$ cat src/rtl/cordic_request_arbiter.sv
// rtl/cordic_request_arbiter.sv - round-robin arbiter feeding one CORDIC tick engine
// Two held requesters share the engine; WAIT is bounded by a timeout that aborts to IDLE.
module cordic_request_arbiter #(
  parameter int THETA_W   = 12,
  parameter int TICKS_W   = 19,
  parameter int TIMEOUT_P = 255
) (
  input  logic               clk_i,
  input  logic               rst_i,
  input  logic               edge_req_i,
  input  logic [THETA_W-1:0] edge_theta_i,
  input  logic               iter_req_i,
  input  logic [THETA_W-1:0] iter_theta_i,
  output logic               edge_gnt_o,
  output logic               iter_gnt_o,
  output logic               eng_valid_o,
  output logic [THETA_W-1:0] eng_theta_o,
  input  logic               eng_done_i,
  input  logic [TICKS_W-1:0] eng_ticks_i,
  output logic               result_valid_o,
  output logic [TICKS_W-1:0] result_ticks_o,
  output logic               result_src_o,
  output logic               busy_o,
  output logic               timeout_o,
  input  logic               timeout_clr_i
);

  localparam logic [15:0] LP_LAST_CNT = 16'(TIMEOUT_P - 1);

  typedef enum logic [1:0] {
    ST_IDLE,
    ST_ISSUE,
    ST_WAIT,
    ST_RESP
  } state_t;

  state_t             r_state;
  logic               r_src;
  logic               r_last_src;
  logic [15:0]        r_cnt;
  logic               r_edge_gnt;
  logic               r_iter_gnt;
  logic               r_eng_valid;
  logic [THETA_W-1:0] r_eng_theta;
  logic               r_result_valid;
  logic [TICKS_W-1:0] r_result_ticks;
  logic               r_result_src;
  logic               r_busy;
  logic               r_timeout;

  logic               w_any_req;
  logic               w_pick_iter;

  // Iter wins when it is alone, or when both request and edge was served last.
  assign w_any_req   = edge_req_i | iter_req_i;
  assign w_pick_iter = iter_req_i & (~edge_req_i | ~r_last_src);

  always_ff @(posedge clk_i or posedge rst_i) begin
    if (rst_i) begin
      r_state        <= ST_IDLE;
      r_src          <= 1'b0;
      r_last_src     <= 1'b1;
      r_cnt          <= 16'd0;
      r_edge_gnt     <= 1'b0;
      r_iter_gnt     <= 1'b0;
      r_eng_valid    <= 1'b0;
      r_eng_theta    <= '0;
      r_result_valid <= 1'b0;
      r_result_ticks <= '0;
      r_result_src   <= 1'b0;
      r_busy         <= 1'b0;
      r_timeout      <= 1'b0;
    end else begin
      r_edge_gnt     <= 1'b0;
      r_iter_gnt     <= 1'b0;
      r_eng_valid    <= 1'b0;
      r_result_valid <= 1'b0;
      // A timeout set later in this block overrides a same-cycle clear.
      if (timeout_clr_i) begin
        r_timeout <= 1'b0;
      end
      case (r_state)
        ST_IDLE: begin
          if (w_any_req) begin
            r_state     <= ST_ISSUE;
            r_busy      <= 1'b1;
            r_src       <= w_pick_iter;
            r_eng_theta <= w_pick_iter ? iter_theta_i : edge_theta_i;
            r_edge_gnt  <= ~w_pick_iter;
            r_iter_gnt  <= w_pick_iter;
            r_eng_valid <= 1'b1;
          end
        end
        ST_ISSUE: begin
          r_last_src <= r_src;
          r_cnt      <= 16'd0;
          r_state    <= ST_WAIT;
        end
        ST_WAIT: begin
          if (eng_done_i) begin
            r_result_ticks <= eng_ticks_i;
            r_result_src   <= r_src;
            r_result_valid <= 1'b1;
            r_state        <= ST_RESP;
          end else if (r_cnt == LP_LAST_CNT) begin
            r_timeout <= 1'b1;
            r_busy    <= 1'b0;
            r_state   <= ST_IDLE;
          end else begin
            r_cnt <= r_cnt + 16'd1;
          end
        end
        ST_RESP: begin
          r_busy  <= 1'b0;
          r_state <= ST_IDLE;
        end
        default: begin
          r_busy  <= 1'b0;
          r_state <= ST_IDLE;
        end
      endcase
    end
  end

  assign edge_gnt_o     = r_edge_gnt;
  assign iter_gnt_o     = r_iter_gnt;
  assign eng_valid_o    = r_eng_valid;
  assign eng_theta_o    = r_eng_theta;
  assign result_valid_o = r_result_valid;
  assign result_ticks_o = r_result_ticks;
  assign result_src_o   = r_result_src;
  assign busy_o         = r_busy;
  assign timeout_o      = r_timeout;

endmodule

$ cat config.mk
export PLATFORM = sky130hd
export DESIGN_NAME = cordic_request_arbiter
export DESIGN_NICKNAME = d
export VERILOG_FILES = /design/src/rtl/cordic_request_arbiter.sv
export SDC_FILE = /design/constraint.sdc
export NUM_CORES = 1
export LEC_CHECK = 0
export CAP_MARGIN = 20
export CORE_MARGIN = 3
export CORE_UTILIZATION = 35
export DETAILED_ROUTE_END_ITERATION = 7
export PLACE_DENSITY = 0.66
export SYNTH_ARGS = -nofsm -noshare
export SYNTH_HDL_FRONTEND = slang
export SYNTH_SLANG_ARGS = --single-unit
$ cat constraint.sdc
create_clock -name clk_i -period 2.3 [get_ports clk_i]
set_input_delay 0.575 -clock clk_i [delete_from_list [all_inputs] [get_ports clk_i]]
set_output_delay 0.575 -clock clk_i [all_outputs]
set_load 0.01 [all_outputs]
==> summary.txt <==
status - completed
die height - 92.2 µm
Critical Path Max Stage Delay - 0.56 ns
Post-CTS Hold Buffers - 0
H-tree depth - 3
core area - 6980 µm²
Setup-failing EPs final - 0
Total Routing Usage GR - 14.7%
Tcrit/Tclk final - 92.2%
Peak VDD IR - 0.539 mV
crit-path cells - or4bb_1, nor4_4, or2_1, buf_4, o21ai_0, a22o_1
area of the multi-input gates - 1070 µm²
vias in the first global route - 2044
Mapped Cells - 227
type of origin of the critical path - flip-flop
die width - 92.2 µm
Longest Clk Path Bufs - 2
Post-Route WL - 5830 µm
Worst-path clk slew - 0.07 ns
post-route clock skew - 0.00978 ns
detailed placement HPWL - 4260 µm
Register Area - 1450 µm²
CP Max Fanout - 11
post-route setup TNS - 0 ns
#FFs+latches synth - 58
# nets final - 378
Synth Net Count - 278
area grow syn2layout - 47.0%
Total Power - 4.29 mW
crit path time final - 2.12 ns
CP Class - reg2reg
Syn Std Cell Area - 2600 µm²
I/O Buffers - 86
Clock Sinks - 58
highest-count cells in the layout ignoring fill and taps - clkdlybuf4s50_1, dfrtp_1, mux2_2
initial antenna violation count - 0
ANT nets after route - 0
Congestion Overflow GR - 0
number of flops mapped to enable cells by yosys - 0
global-route wire length before repair - 9800 µm
filler instances - 644
Arrival @ worst endpoint - 2.34 ns
TritonRoute pass-1 iters - 4
slowest CP cell - or4bb_1
Final Instance Area - 3830 µm²
Worst Hold Depth - 2
die area - 8510 µm²
RSZ-0062 raised after global routing - no
relative slew slack - 70.5%
ant diodes - 0
clk root buf - clkbuf_8
fmax - 0.472 GHz
endpoints failing hold - 0
Skew-Pair Late Insertion Delay - 0.33 ns
num ports - 87
max cap viols - 0
largest net degree at the start of global routing - 59
DRC violations left - 0
DR WL/cell - 13.6 µm
worst r2r path cells - 6
post-synth cell types - 39
vias - 2029
CTS Buf Count - 9
layout cells sized above 1 - 15.7%
Starting Density - 37.3%
ys flop type - dfrtp_1
register area share after synthesis - 55.8%
row cnt - 30
Mapped Avg Cell Area - 11.5 µm²
placed cell areas - 3620 µm²
number of DRC markers in iteration 0 - 181
leak pwr - 1.72 nW
CTS tree - done
final core occ - 54.8%
ys async rst share - 100%
power per cell area - 1120 nW/µm²
Final Max Tran Viols - 0
Post-CTS Setup Bufs - 0
post-cts repair resize count - 0
RD Place Congestion - 0.784
most common cell after layout, fill and taps aside - clkdlybuf4s50_1
min-delay worst type - reg2reg
Worst EP required - 2.52 ns
Crit. End Element - flip-flop
synthesis warning total - 0
measured slew at the worst slew-check pin - 0.441 ns
DR vias/cell - 4.74
-- worst max-delay path: cells and delay by family (launching register included) --
family	cells	cell delay, ns
AND/OR/NAND/NOR	3	1.07
flip-flops	1	0.42
AO/OA/AOI/OAI	2	0.34
buffers and inverters	1	0.17
-- power by group --
group | total, mW | internal (mW) | leakage [nW] | switching (mW)
sequential | 1.57 | 1.39 | 0.732 | 0.183
clock | 0.965 | 0.531 | 0.103 | 0.434
combinational | 1.75 | 1.01 | 0.888 | 0.741
total | 4.29 | 2.93 | 1.72 | 1.36
-- cells by family after synthesis --
| group | count (synthesis) | synth area share (%) |
|---|---|---|
| AOI/OAI and AO/OA | 41 | 9.71 |
| DFF | 58 | 55.8 |
| and+or+nand+nor | 76 | 15.6 |
| xor gates and xnor gates | 1 | 0.337 |
| buffers and inverters | 14 | 3.13 |
| adders and majority gates | 2 | 0.961 |
| muxes | 35 | 14.5 |
-- final cells by class --
type / instances / area share, %
clock inverter: 6 / 1.70
clock buffer: 10 / 3.60
tap: 96 / 3.14
inverter: 5 / 0.491
sequential: 58 / 38.0
multi-input combinational: 155 / 27.9
timing repair buffer: 98 / 25.2
-- stage by stage --
step,setup WS (ns),hold WS [ns],cells
floorplan,0.185,0.460,227
CTS,0.100,0.487,428
global placement,0.152,0.461,412
finish,0.179,0.479,428
detailed placement,0.112,0.470,412
global route,0.0431,0.522,428
-- sequential cells by signal, indices dropped and copies added (netlist names) --
register        cells
busy_o              1
result_src_o        1
iter_gnt_o          1
r_src               1
eng_theta_o        12
r_state             2
r_last_src          1
r_cnt              16
eng_valid_o         1
result_valid_o      1
timeout_o           1
edge_gnt_o          1
result_ticks_o     19
-- routing by layer --
layer	share of wire (%)	GRT usage, %	up-vias
met5	0	0	-
met4	1.4	6.93	0
met3	6.8	5.58	5
met2	47	22.4	48
met1	44	18.2	964
li1	-	-	1012
-- cells in the mapped netlist (2+ instances only) --
| master | instances | area [µm²] |
|---|---|---|
| nand2b_1 | 2 | 12.5 |
| clkbuf_1 | 3 | 11.3 |
| ha_1 | 2 | 25.0 |
| dfrtp_1 | 57 | 1430 |
| nor2b_1 | 3 | 18.8 |
| nand4_1 | 2 | 12.5 |
| nor2_1 | 12 | 45.0 |
| nor3b_1 | 4 | 30.0 |
| mux2i_1 | 14 | 140 |
| or3_1 | 2 | 12.5 |
| buf_1 | 2 | 7.51 |
| and2_1 | 2 | 12.5 |
| inv_1 | 5 | 18.8 |
| nand2_1 | 20 | 75.1 |
| a21o_1 | 6 | 45.0 |
| a22o_1 | 2 | 17.5 |
| mux2_2 | 21 | 236 |
| and3_1 | 7 | 43.8 |
| o21ai_1 | 6 | 30.0 |
| nand3_1 | 12 | 60.1 |
| o21ai_0 | 18 | 90.1 |
| nor3_1 | 5 | 25.0 |
| o21a_1 | 2 | 15.0 |
| a211o_1 | 3 | 26.3 |
-- worst paths after layout --
kind | slack, ns | from | endpoint
worst max-delay path | 0.18 | r_cnt[11] | r_cnt[6]
worst min-delay path | 0.48 | eng_theta_o[8] | eng_theta_o[8]
worst max register to register | 0.18 | r_cnt[11] | r_cnt[6]
worst min register to register | 0.48 | eng_theta_o[8] | eng_theta_o[8]
max in group asynchronous | 1.39 | rst_i | r_last_src
min in group asynchronous | 0.59 | rst_i | result_ticks_o[17]
No activity file was read; power rests on OpenSTA's default activity.
